--- src/rtl/tlb_op_seq_if.sv ---
// Shared TLB entry type plus the op/array/cp0 bundle between the pipeline, cp0,
// the TLB entry array and the TLB op sequencer.
package tlb_op_seq_pkg;

    typedef struct packed {
        logic [18:0] vpn2;
        logic [7:0]  asid;
        logic        g;
        logic [23:0] pfn0;
        logic [2:0]  c0;
        logic        d0;
        logic        v0;
        logic [23:0] pfn1;
        logic [2:0]  c1;
        logic        d1;
        logic        v1;
    } tlb_entry_t;

    typedef enum logic [1:0] {
        OpTlbr  = 2'b00,
        OpTlbwi = 2'b01,
        OpTlbwr = 2'b10,
        OpTlbp  = 2'b11
    } tlb_op_e;

endpackage

interface tlb_op_seq_if #(
    parameter int unsigned N_TLB_ENTRIES = 32
);
    import tlb_op_seq_pkg::*;

    localparam int unsigned TLB_WIDTH = $clog2(N_TLB_ENTRIES);

    logic                 op_valid;
    logic [1:0]           op_type;
    logic                 op_ready;
    logic                 flush;
    logic [TLB_WIDTH-1:0] cp0_index;
    logic [TLB_WIDTH-1:0] cp0_random;
    logic [31:0]          cp0_entry_hi;
    tlb_entry_t           tlbrw_wrdata;
    logic                 tlb_re;
    logic [TLB_WIDTH-1:0] tlb_raddr;
    tlb_entry_t           tlb_rdata;
    logic                 tlb_we;
    logic [TLB_WIDTH-1:0] tlb_waddr;
    tlb_entry_t           tlb_wdata;
    logic                 tlbr_req;
    tlb_entry_t           tlbr_res;
    logic                 tlbp_req;
    logic [31:0]          tlbp_res;
    logic                 tlbwr_req;
    logic                 busy;

    modport master (
        output op_valid, op_type, flush, cp0_index, cp0_random, cp0_entry_hi, tlbrw_wrdata,
               tlb_rdata,
        input  op_ready, tlb_re, tlb_raddr, tlb_we, tlb_waddr, tlb_wdata, tlbr_req, tlbr_res,
               tlbp_req, tlbp_res, tlbwr_req, busy
    );

    modport slave (
        input  op_valid, op_type, flush, cp0_index, cp0_random, cp0_entry_hi, tlbrw_wrdata,
               tlb_rdata,
        output op_ready, tlb_re, tlb_raddr, tlb_we, tlb_waddr, tlb_wdata, tlbr_req, tlbr_res,
               tlbp_req, tlbp_res, tlbwr_req, busy
    );

endinterface

--- src/rtl/tlb_op_seq.sv ---
// Sequencer for TLBR/TLBWI/TLBWR/TLBP: drives the single-port synchronous TLB
// array, scans serially for TLBP and returns results to cp0 as one-cycle pulses.
module tlb_op_seq
    import tlb_op_seq_pkg::*;
#(
    parameter int unsigned N_TLB_ENTRIES = 32
) (
    input logic        clk,
    input logic        rst,
    tlb_op_seq_if.slave bus
);

    localparam int unsigned TLB_WIDTH = $clog2(N_TLB_ENTRIES);
    localparam int unsigned CNT_WIDTH = TLB_WIDTH + 1;

    typedef enum logic [1:0] {StIdle, StWrite, StReadWait, StProbe} state_e;

    state_e               state_q, state_d;
    logic [CNT_WIDTH-1:0] cnt_q, cnt_d;
    logic                 pend_q, pend_d;
    tlb_op_e              op_q, op_d;
    logic [TLB_WIDTH-1:0] index_q, index_d;
    logic [TLB_WIDTH-1:0] random_q, random_d;
    logic [18:0]          vpn2_q, vpn2_d;
    logic [7:0]           asid_q, asid_d;
    tlb_entry_t           wdata_q, wdata_d;
    tlb_entry_t           tlbr_res_q, tlbr_res_d;
    logic [31:0]          tlbp_res_q, tlbp_res_d;

    logic                 op_ready, tlb_re, tlb_we, tlbr_req, tlbp_req, tlbwr_req, kill, match;
    logic [TLB_WIDTH-1:0] tlb_raddr, hit_idx;
    logic [31:0]          tlbp_val;

    logic unused_entry_hi;
    assign unused_entry_hi = ^bus.cp0_entry_hi[12:8];

    always_ff @(posedge clk) begin
        if (rst) begin
            state_q    <= StIdle;
            cnt_q      <= '0;
            pend_q     <= 1'b0;
            op_q       <= OpTlbr;
            index_q    <= '0;
            random_q   <= '0;
            vpn2_q     <= '0;
            asid_q     <= '0;
            wdata_q    <= '0;
            tlbr_res_q <= '0;
            tlbp_res_q <= '0;
        end else begin
            state_q    <= state_d;
            cnt_q      <= cnt_d;
            pend_q     <= pend_d;
            op_q       <= op_d;
            index_q    <= index_d;
            random_q   <= random_d;
            vpn2_q     <= vpn2_d;
            asid_q     <= asid_d;
            wdata_q    <= wdata_d;
            tlbr_res_q <= tlbr_res_d;
            tlbp_res_q <= tlbp_res_d;
        end
    end

    assign match = (bus.tlb_rdata.vpn2 == vpn2_q) &&
                   (bus.tlb_rdata.g || (bus.tlb_rdata.asid == asid_q));
    // Compare slot trails the issue counter by one cycle.
    assign hit_idx = cnt_q[TLB_WIDTH-1:0] - TLB_WIDTH'(1);
    // A flushed or reset cycle must have no architectural effect.
    assign kill = bus.flush | rst;

    always_comb begin
        state_d   = state_q;
        cnt_d     = cnt_q;
        pend_d    = pend_q;
        op_d      = op_q;
        index_d   = index_q;
        random_d  = random_q;
        vpn2_d    = vpn2_q;
        asid_d    = asid_q;
        wdata_d   = wdata_q;
        op_ready  = 1'b0;
        tlb_re    = 1'b0;
        tlb_raddr = '0;
        tlb_we    = 1'b0;
        tlbr_req  = 1'b0;
        tlbp_req  = 1'b0;
        tlbwr_req = 1'b0;
        tlbp_val  = 32'h8000_0000;

        unique case (state_q)
            StIdle: begin
                op_ready = ~bus.flush;
                if (bus.op_valid && op_ready) begin
                    op_d     = tlb_op_e'(bus.op_type);
                    index_d  = bus.cp0_index;
                    random_d = bus.cp0_random;
                    vpn2_d   = bus.cp0_entry_hi[31:13];
                    asid_d   = bus.cp0_entry_hi[7:0];
                    wdata_d  = bus.tlbrw_wrdata;
                    cnt_d    = '0;
                    pend_d   = 1'b0;
                    case (tlb_op_e'(bus.op_type))
                        OpTlbwi, OpTlbwr: state_d = StWrite;
                        OpTlbr:           state_d = StReadWait;
                        default:          state_d = StProbe;
                    endcase
                end
            end
            StWrite: begin
                tlb_we    = ~kill;
                tlbwr_req = ~kill && (op_q == OpTlbwr);
                state_d   = StIdle;
            end
            StReadWait: begin
                if (!pend_q) begin
                    tlb_re    = ~kill;
                    tlb_raddr = index_q;
                    pend_d    = 1'b1;
                end else begin
                    tlbr_req = ~kill;
                    state_d  = StIdle;
                end
            end
            StProbe: begin
                if (!cnt_q[TLB_WIDTH]) begin
                    tlb_re    = ~kill;
                    tlb_raddr = cnt_q[TLB_WIDTH-1:0];
                    cnt_d     = cnt_q + CNT_WIDTH'(1);
                end
                pend_d = ~cnt_q[TLB_WIDTH];
                if (pend_q) begin
                    if (match) begin
                        tlbp_req = ~kill;
                        tlbp_val = 32'(hit_idx);
                        state_d  = StIdle;
                    end else if (cnt_q[TLB_WIDTH]) begin
                        tlbp_req = ~kill;
                        state_d  = StIdle;
                    end
                end
            end
            default: state_d = StIdle;
        endcase

        if (bus.flush && (state_q != StIdle)) begin
            state_d = StIdle;
        end
    end

    assign tlbr_res_d = tlbr_req ? bus.tlb_rdata : tlbr_res_q;
    assign tlbp_res_d = tlbp_req ? tlbp_val : tlbp_res_q;

    assign bus.op_ready  = op_ready;
    assign bus.busy      = ~op_ready;
    assign bus.tlb_re    = tlb_re;
    assign bus.tlb_raddr = tlb_raddr;
    assign bus.tlb_we    = tlb_we;
    assign bus.tlb_waddr = (op_q == OpTlbwr) ? random_q : index_q;
    assign bus.tlb_wdata = wdata_q;
    assign bus.tlbr_req  = tlbr_req;
    assign bus.tlbr_res  = tlbr_res_d;
    assign bus.tlbp_req  = tlbp_req;
    assign bus.tlbp_res  = tlbp_res_d;
    assign bus.tlbwr_req = tlbwr_req;

endmodule

--- src/flat_wrapper.sv ---
// flat-port wrapper written by rule: the top's interface ports become plain ports
module tlb_op_seq_flat import tlb_op_seq_pkg::*;
#(
    parameter int unsigned N_TLB_ENTRIES = 32
)
  (clk, rst, bus_op_valid, bus_op_type, bus_flush, bus_cp0_index, bus_cp0_random, bus_cp0_entry_hi, bus_tlbrw_wrdata, bus_tlb_rdata, bus_op_ready, bus_tlb_re, bus_tlb_raddr, bus_tlb_we, bus_tlb_waddr, bus_tlb_wdata, bus_tlbr_req, bus_tlbr_res, bus_tlbp_req, bus_tlbp_res, bus_tlbwr_req, bus_busy);
  tlb_op_seq_if #(.N_TLB_ENTRIES(N_TLB_ENTRIES)) bus_i ();
  input logic clk;
  input logic rst;
  input wire logic [$bits(bus_i.op_valid)-1:0] bus_op_valid;
  input wire logic [$bits(bus_i.op_type)-1:0] bus_op_type;
  input wire logic [$bits(bus_i.flush)-1:0] bus_flush;
  input wire logic [$bits(bus_i.cp0_index)-1:0] bus_cp0_index;
  input wire logic [$bits(bus_i.cp0_random)-1:0] bus_cp0_random;
  input wire logic [$bits(bus_i.cp0_entry_hi)-1:0] bus_cp0_entry_hi;
  input wire logic [$bits(bus_i.tlbrw_wrdata)-1:0] bus_tlbrw_wrdata;
  input wire logic [$bits(bus_i.tlb_rdata)-1:0] bus_tlb_rdata;
  output wire logic [$bits(bus_i.op_ready)-1:0] bus_op_ready;
  output wire logic [$bits(bus_i.tlb_re)-1:0] bus_tlb_re;
  output wire logic [$bits(bus_i.tlb_raddr)-1:0] bus_tlb_raddr;
  output wire logic [$bits(bus_i.tlb_we)-1:0] bus_tlb_we;
  output wire logic [$bits(bus_i.tlb_waddr)-1:0] bus_tlb_waddr;
  output wire logic [$bits(bus_i.tlb_wdata)-1:0] bus_tlb_wdata;
  output wire logic [$bits(bus_i.tlbr_req)-1:0] bus_tlbr_req;
  output wire logic [$bits(bus_i.tlbr_res)-1:0] bus_tlbr_res;
  output wire logic [$bits(bus_i.tlbp_req)-1:0] bus_tlbp_req;
  output wire logic [$bits(bus_i.tlbp_res)-1:0] bus_tlbp_res;
  output wire logic [$bits(bus_i.tlbwr_req)-1:0] bus_tlbwr_req;
  output wire logic [$bits(bus_i.busy)-1:0] bus_busy;
  assign bus_i.op_valid = bus_op_valid;
  assign bus_i.op_type = bus_op_type;
  assign bus_i.flush = bus_flush;
  assign bus_i.cp0_index = bus_cp0_index;
  assign bus_i.cp0_random = bus_cp0_random;
  assign bus_i.cp0_entry_hi = bus_cp0_entry_hi;
  assign bus_i.tlbrw_wrdata = bus_tlbrw_wrdata;
  assign bus_i.tlb_rdata = bus_tlb_rdata;
  assign bus_op_ready = bus_i.op_ready;
  assign bus_tlb_re = bus_i.tlb_re;
  assign bus_tlb_raddr = bus_i.tlb_raddr;
  assign bus_tlb_we = bus_i.tlb_we;
  assign bus_tlb_waddr = bus_i.tlb_waddr;
  assign bus_tlb_wdata = bus_i.tlb_wdata;
  assign bus_tlbr_req = bus_i.tlbr_req;
  assign bus_tlbr_res = bus_i.tlbr_res;
  assign bus_tlbp_req = bus_i.tlbp_req;
  assign bus_tlbp_res = bus_i.tlbp_res;
  assign bus_tlbwr_req = bus_i.tlbwr_req;
  assign bus_busy = bus_i.busy;
  tlb_op_seq #(.N_TLB_ENTRIES(N_TLB_ENTRIES)) u_core (.clk(clk), .rst(rst), .bus(bus_i));
endmodule
--- config.mk ---
export PLATFORM = sky130hd
export DESIGN_NAME = tlb_op_seq_flat
export DESIGN_NICKNAME = d
export VERILOG_FILES = /design/src/rtl/tlb_op_seq_if.sv /design/src/rtl/tlb_op_seq.sv /design/src/flat_wrapper.sv
export SDC_FILE = /design/constraint.sdc
export NUM_CORES = 1
export LEC_CHECK = 0
export CORE_AREA = 2 2 170 172
export CTS_CLUSTER_DIAMETER = 50
export DETAILED_ROUTE_END_ITERATION = 6
export DIE_AREA = 0 0 172 174
export GPL_TIMING_DRIVEN = 0
export MAX_ROUTING_LAYER = met4
export PLACE_DENSITY = 0.75
export REMOVE_ABC_BUFFERS = 1
export SETUP_SLACK_MARGIN = 0.05
export SLEW_MARGIN = 20
export SYNTH_ARGS = -nofsm -noshare
export SYNTH_HDL_FRONTEND = slang
export SYNTH_SLANG_ARGS = --single-unit
--- constraint.sdc ---
create_clock -name clk -period 2.5 [get_ports clk]
set_input_delay 0.5 -clock clk [delete_from_list [all_inputs] [get_ports clk]]
set_output_delay 0.5 -clock clk [all_outputs]
set_load 0.05 [all_outputs]
==> out/metrics.cfg, run 1 <==
[run_status]
status = finished with violations
violations = setup timing

[route]
num_vias = 10791
routed_wl_mm = 44.3
wire_per_inst_um = 20.6
drt-pass1-iter-count = 6
drt-initial-drc-count = 630
vias_per_cell = 5.03
drc = 0
ant_nets = 0

[clocking]
cts_tree = built
clkSlewWorstSetupHoldPaths_ns = 0.06
clock-sinks = 252
holdBufCountCts = 0
numCtsBuffers = 30
htreeDepth = 1
clockBufferDepth = 3
clock_latency_ns = 0.55
root_buffer = clkbuf_16

[synth]
ys_warn_count = 0
yosysSeqAreaShare_pct = 51.4
synth-seq-cells = 252
syn_inst = 1258
syn_avg_cell_area_um2 = 7.79
netlist_area_mm2 = 0.00981
synth.lib_cells_used.distinct = 38

[floorplan]
row_count = 62
pin_count = 441
die-width_um = 172
die-area_mm2 = 0.0299
initial_utilization_pct = 34.7
die_h_um = 174
core_area_mm2 = 0.0282

[sta]
max_freq_mhz = 302
hold-worst-slack_ns = 0.234
hold_viol_final = 0
slew_headroom_pct = 51.0
rsz0062_at_grt = true
final.min_clock_period_ns = 3.31
fin_skew_ns = 0.0158
setup_violations = 127
worst_slack_ns = -0.808
fin_crit_sh_pct = 132
worst_pin_slew_ns = 0.735
slew_violations = 0

[grt]
gr-usage-met3_pct = 7.60
use_met1_pct = 24.7
grt_pass1_wl_mm = 52.6
grt.overflow.total = 0
busiest_layer = met2
grt_pass1_vias = 9738
grt_use_met2_pct = 39.8
antenna_found_initial = 6
grt_max_degree = 88
grt_usage_pct = 23.1

[critical_path]
crit_cells = 10
required_ns = 2.00
endpoint = bus_tlbp_res[31]
cp.buffers_inverters = 4
reg2reg_to = u_core.tlbp_res_q[31]$_SDFF_PP0_
path_delay_family = buffers and inverters
start_kind = input port
critPathArrivalTime_ns = 2.81
cp_slowest_cell = clkdlybuf4s50_1
r2r_setup_slack_ns = -0.14
path_cells = clkdlybuf4s50_1 > xor2_1 > nor4_2 > nand3_1 > buf_6 > o31a_4 > nor2_4 > buf_12 > o32a_1 > buf_6
cpPeakStageDelay_ns = 0.55
critical_path_class = in2out
cp-startpoint = bus_tlb_rdata[73]
r2r_start = u_core.vpn2_q[15]$_SDFFE_PP0P_
crit_path_frequent_cell = buf_6
path_max_fanout = 8
r2r_cells = 8
endpoint_kind = output port

[pwr]
p_per_area_mw_per_mm2 = 539
switching_share_pct = 25.4
intPower_mw = 7.55
p_sw_mw = 2.57
power_mw = 10.1
power_frac_comb_pct = 13.2
peakVddDrop_uv = 669
pwr-share-clk_pct = 45.5
pwr-share-seq_pct = 41.4
p_leak_nw = 7.93

[final_layout]
fin_nets = 1956
area_growth_pct = 91.6
final_area_mm2 = 0.0188
layout.cells.non_filler = 2147
drive_gt1_share_pct = 29.8

[placement]
io_buffers = 435
pre_cts_ws_ns = -2.35
place_area_mm2 = 0.0145
dp_hpwl_mm = 22.3
numPlacedInstances = 2001
gp_congestion = 0.795

[job]
maxCapViolCount = 0

[hold_path]
min_from = rst
min_path_type = in2reg

[state kept, by name (all words and copies together) (netlist names)]
register and count:
u_core.asid_q 8, u_core.bus.tlb_wdata 86, u_core.cnt_q 6, u_core.index_q 5, u_core.op_q 2, u_core.pend_q 1, u_core.random_q 5, u_core.state_q 2
u_core.tlbp_res_q 32, u_core.tlbr_res_q 86, u_core.vpn2_q 19
[per-layer routing]
layer | share of wire, % | vias up
met2 | 48 | 579
met1 | 36 | 5097
li1 | - | 4959
met3 | 10 | 156
met5 | 0 | -
met4 | 5.4 | 0
[cell usage after synthesis]
library cell / number / area (um^2)
nand2_1: 523 / 1960
dfxtp_1: 252 / 5040
a21oi_1: 138 / 691
and2_1: 88 / 551
clkbuf_1: 64 / 240
nor2b_1: 33 / 206
xor2_1: 29 / 254
nor3b_1: 27 / 203
buf_2: 20 / 100
o21ai_0: 9 / 45.0
inv_1: 8 / 30.0
nor2_1: 7 / 26.3
nor3_1: 7 / 35.0
nor4_1: 6 / 37.5
mux2_2: 5 / 56.3
nand3_1: 5 / 25.0
nand4_1: 5 / 31.3
a22oi_1: 4 / 30.0
ha_1: 3 / 37.5
a31oi_1: 2 / 12.5
buf_1: 2 / 7.51
nand4b_1: 2 / 17.5
nor4b_1: 2 / 17.5
o31a_1: 2 / 17.5
xnor2_1: 2 / 17.5
a311oi_1: 1 / 8.76
and3_1: 1 / 6.26
buf_4: 1 / 7.51
clkinv_1: 1 / 3.75
nand3b_1: 1 / 7.51
nor2_2: 1 / 6.26
nor2_4: 1 / 11.3
nor3_2: 1 / 10.0
o211a_1: 1 / 10.0
o221a_2: 1 / 11.3
o311a_1: 1 / 10.0
o32a_1: 1 / 10.0
or2_2: 1 / 6.26
[kinds of logic after synthesis]
kind of cell | Yosys count | synth area share, %
AND/OR/NAND/NOR | 711 | 32.2
AO/OA/AOI/OAI | 160 | 8.63
flip-flops | 252 | 51.4
multiplexers | 5 | 0.574
buffers and inverters | 96 | 3.97
adder cells (fa/ha/maj) | 3 | 0.383
XOR/XNOR | 31 | 2.77
[placed cells by master (no fill, tap or decap), drive strengths merged, types with 3 or more instances in the layout]
cell type	count
xor2	29
a21oi	138
and2	88
buf	192
nor3b	27
clkbuf	60
nand3	5
nand4	5
o21ai	9
dlymetal6s2s	8
nor3	8
nor2b	33
diode	7
clkinv	10
mux2	5
clkdlybuf4s50	289
inv	17
bufbuf	3
nor4	6
a22oi	4
nor2	11
dfxtp	252
nand2	523
dlygate4sd2	5
ha	3
bufinv	4
[area by class of cell]
cell class / instances / area, um^2
Antenna cell: 7 / 17.5
Clock buffer: 43 / 871
Clock inverter: 12 / 175
Fill cell: 1998 / 9450
Inverter: 9 / 62.6
Multi-Input combinational cell: 912 / 5860
Sequential cell: 252 / 5060
Tap cell: 384 / 480
Timing Repair Buffer: 516 / 5980
Timing Repair inverter: 12 / 277
[power groups by stage]
stage	clock [mW]	sequential, mW	combinational [mW]
after floorplan	0	4.49	0.299
after global placement	0	4.27	1.18
after detailed placement	0	4.27	1.19
after CTS	4.66	4.18	1.24
after global routing	4.84	4.20	1.40
final	4.60	4.19	1.33
[how the worst min path moves through the flow]
stage                                            endpoint  cells after the start
finish              u_core.bus.tlb_wdata[19]$_SDFFE_PP0P_                      2
global route        u_core.bus.tlb_wdata[35]$_SDFFE_PP0P_                      2
CTS                 u_core.bus.tlb_wdata[52]$_SDFFE_PP0P_                      2
detailed placement            u_core.op_q[1]$_SDFFE_PP0P_                      2
global placement              u_core.op_q[1]$_SDFFE_PP0P_                      2
floorplan                     u_core.op_q[1]$_SDFFE_PP0P_                      2
[repair_timing]
action / CTS / global route
resized for setup: 850 / 617
cloned: 10 / 16
endpoints found under the setup margin: 249 / 194
endpoints found under the hold margin: 0 / 0
pin swaps: 9 / 126
buffers inserted: 19 / 42
[through the flow]
step / utilization (%) / setup TNS, ns
after floorplan: - / -813.59
after global placement: 50.6 / -2850.35
after detailed placement: 51.4 / -323.03
after CTS: 58.0 / -48.72
after global routing: 66.5 / -38.68
final: 66.5 / -31.22
Note: power is estimated with default switching activity, not from simulation.
==> inputs of run 2 (changes only) <==
- CTS_BUF_LIST: default -> sky130_fd_sc_hd__clkbuf_4 sky130_fd_sc_hd__clkbuf_8 sky130_fd_sc_hd__clkbuf_16
- GPL_ROUTABILITY_DRIVEN: default -> 1
==> out/metrics.cfg, run 2 (same netlist as run 1, synthesis figures left out) <==
[sta]
final.min_clock_period_ns = 3.24  ; -0.0686 ns
max_freq_mhz = 309  ; +2.1%
hold_viol_final = 0  ; unchanged
worst_pin_slew_ns = 0.740  ; +0.00504 ns
fin_crit_sh_pct = 130  ; -2.7 points
slew_violations = 0  ; unchanged
slew_headroom_pct = 50.7  ; -0.34 points
worst_slack_ns = -0.739  ; +0.0686 ns
hold-worst-slack_ns = 0.310  ; +0.0766 ns
setup_violations = 139  ; +9.4%
fin_skew_ns = 0.0155  ; -0.000324 ns
rsz0062_at_grt = true

[critical_path]
path_delay_family = buffers and inverters
cpPeakStageDelay_ns = 0.49  ; -0.06 ns
r2r_setup_slack_ns = -0.11  ; +0.03 ns
cp_slowest_cell = clkdlybuf4s50_1
cp.buffers_inverters = 5  ; +1
critical_path_class = in2out
reg2reg_to = u_core.tlbp_res_q[31]$_SDFF_PP0_
r2r_start = u_core.vpn2_q[16]$_SDFFE_PP0P_
path_cells = clkdlybuf4s50_1 > xor2_1 > nor4_2 > nand3_1 > buf_6 > o31a_4 > nor2_4 > buf_12 > buf_12 > nor2b_4 > buf_6
endpoint_kind = output port
r2r_cells = 8  ; unchanged
start_kind = input port
cp-startpoint = bus_tlb_rdata[68]
path_max_fanout = 8  ; unchanged
required_ns = 2.00  ; about the same
critPathArrivalTime_ns = 2.74  ; -0.07 ns

[clocking]
clkSlewWorstSetupHoldPaths_ns = 0.06  ; about the same
htreeDepth = 1  ; unchanged
root_buffer = clkbuf_16
numCtsBuffers = 30  ; unchanged
clock_latency_ns = 0.55  ; about the same
clockBufferDepth = 3  ; unchanged
cts_tree = built
clock-sinks = 252  ; unchanged

[floorplan]
row_count = 62  ; unchanged
die-width_um = 172  ; unchanged
die-area_mm2 = 0.0299  ; unchanged
initial_utilization_pct = 34.7  ; unchanged
core_area_mm2 = 0.0282  ; unchanged
die_h_um = 174  ; unchanged
pin_count = 441  ; unchanged

[grt]
grt_usage_pct = 23.5  ; +0.37 points
grt_max_degree = 88  ; unchanged
grt_pass1_vias = 9866  ; +1.3%
grt.overflow.total = 0  ; unchanged
grt_pass1_wl_mm = 53.3  ; +1.3%
antenna_found_initial = 7  ; +1

[pwr]
p_per_area_mw_per_mm2 = 542  ; +0.53%
peakVddDrop_uv = 643  ; -3.9%
p_leak_nw = 8.00  ; +0.78%

[final_layout]
layout.cells.non_filler = 2162  ; +0.70%
drive_gt1_share_pct = 30.0  ; +0.16 points
fin_util_pct = 66.7  ; +0.17 points
final_area_mm2 = 0.0188  ; +0.25%
layout.cells.most_common = nand2_1
fin_nets = 1970  ; +0.72%
most-common-layout-cells = nand2_1, clkdlybuf4s50_1, dfxtp_1, a21oi_1, nand2_4
area_growth_pct = 92.1

[run_status]
violations = DRC, setup timing
status = finished with violations

[placement]
dp_hpwl_mm = 22.3  ; unchanged
io_buffers = 435  ; unchanged
gp_congestion = 0.795  ; unchanged
numPlacedInstances = 2001  ; unchanged
place_area_mm2 = 0.0145  ; unchanged

[job]
maxCapViolCount = 0  ; unchanged

[hold_path]
min_from = rst
hold_end = u_core.bus.tlb_wdata[52]$_SDFFE_PP0P_
min_path_type = in2reg
hold_depth = 2  ; unchanged

[route]
num_vias = 10749  ; -0.39%
wl_met1_mm = 16.1  ; about the same
routed_wl_mm = 43.8  ; -0.96%
routed-wl-met3_mm = 4.17  ; -7.0%
drt-initial-drc-count = 605  ; -4.0%
vias_per_cell = 4.97  ; -1.1%
wire_per_inst_um = 20.3  ; -1.7%
top_layer = met4
drc = 3  ; +3
drt-pass1-iter-count = 7  ; +1
ant_nets = 0  ; unchanged
wl_met2_mm = 21.4  ; +0.88%

## run 2: changes by cell type in the layout (fill, tap and decap cells not counted), moves of 6 or more
cell | before | now
nand2_1 | 329 | 345
clkbuf_1 | 7 | 0
nand2_2 | 62 | 55
nand2_4 | 125 | 118
buf_4 | 33 | 39
clkbuf_4 | 3 | 9
## run 2: worst max path at each step
stage	endpoint	slack, ns	cells past startpoint
final	bus_tlbp_res[30]	-0.74	11
after global routing	bus_tlbp_res[30]	-0.81	11
after CTS	bus_tlbp_res[31]	-0.78	9
after detailed placement	bus_tlbp_res[31]	-2.35	8
after global placement	bus_tlbr_res[17]	-12.39	7
after floorplan	bus_tlbr_res[0]	-3.23	5
## run 2: stage by stage
stage	power, mW	setup TNS (ns)	setup WS (ns)
after floorplan	4.79	-813.59	-3.23
after global placement	5.45	-2850.35	-12.39
after detailed placement	5.46	-323.03	-2.35
after CTS	10.2	-49.85	-0.781
after global routing	10.5	-43.90	-0.805
final	10.2	-31.40	-0.739
## run 2: layer usage
metal | vias to the layer above | global-route usage, %
met1 | 5108 | 25.1
li1 | 4977 | -
met5 | - | -
met2 | 545 | 40.4
met3 | 119 | 7.63
met4 | 0 | 8.58
## run 2: layout make-up
class | instances | area, um^2
repair inverters | 14 | 317
fillers | 1988 | 9400
clock inverters | 12 | 175
multi-input cells | 912 | 5770
clock buffers | 43 | 897
well taps | 384 | 480
flip-flops and latches | 252 | 5060
repair buffers | 528 | 6050
diodes | 8 | 20.0
inverters | 9 | 62.6
## run 2: timing repair
item                                    4_1_cts  5_1_grt
endpoints found under the setup margin      249      194
gates resized for setup                     857      588
setup buffers                                19       60
cloned                                       10       13
hold buffers                                  0        0
pin swaps                                     9      120
## run 2: worst reg2reg max path: cells and delay by family, from the launching register on
kind / cells / cell delay [ns]
AO/OA/AOI/OAI: 2 / 0.70
XOR/XNOR: 1 / 0.16
buffers and inverters: 2 / 0.33
flip-flops: 1 / 0.33
AND/OR/NAND/NOR: 3 / 1.04
## run 2: power by group
| part | leakage [nW] | switching [mW] | internal [mW] | total, mW |
|---|---|---|---|---|
| logic | 5.42 | 0.738 | 0.593 | 1.33 |
| clock network | 0.533 | 1.78 | 2.91 | 4.68 |
| registers | 2.05 | 0.0645 | 4.12 | 4.18 |
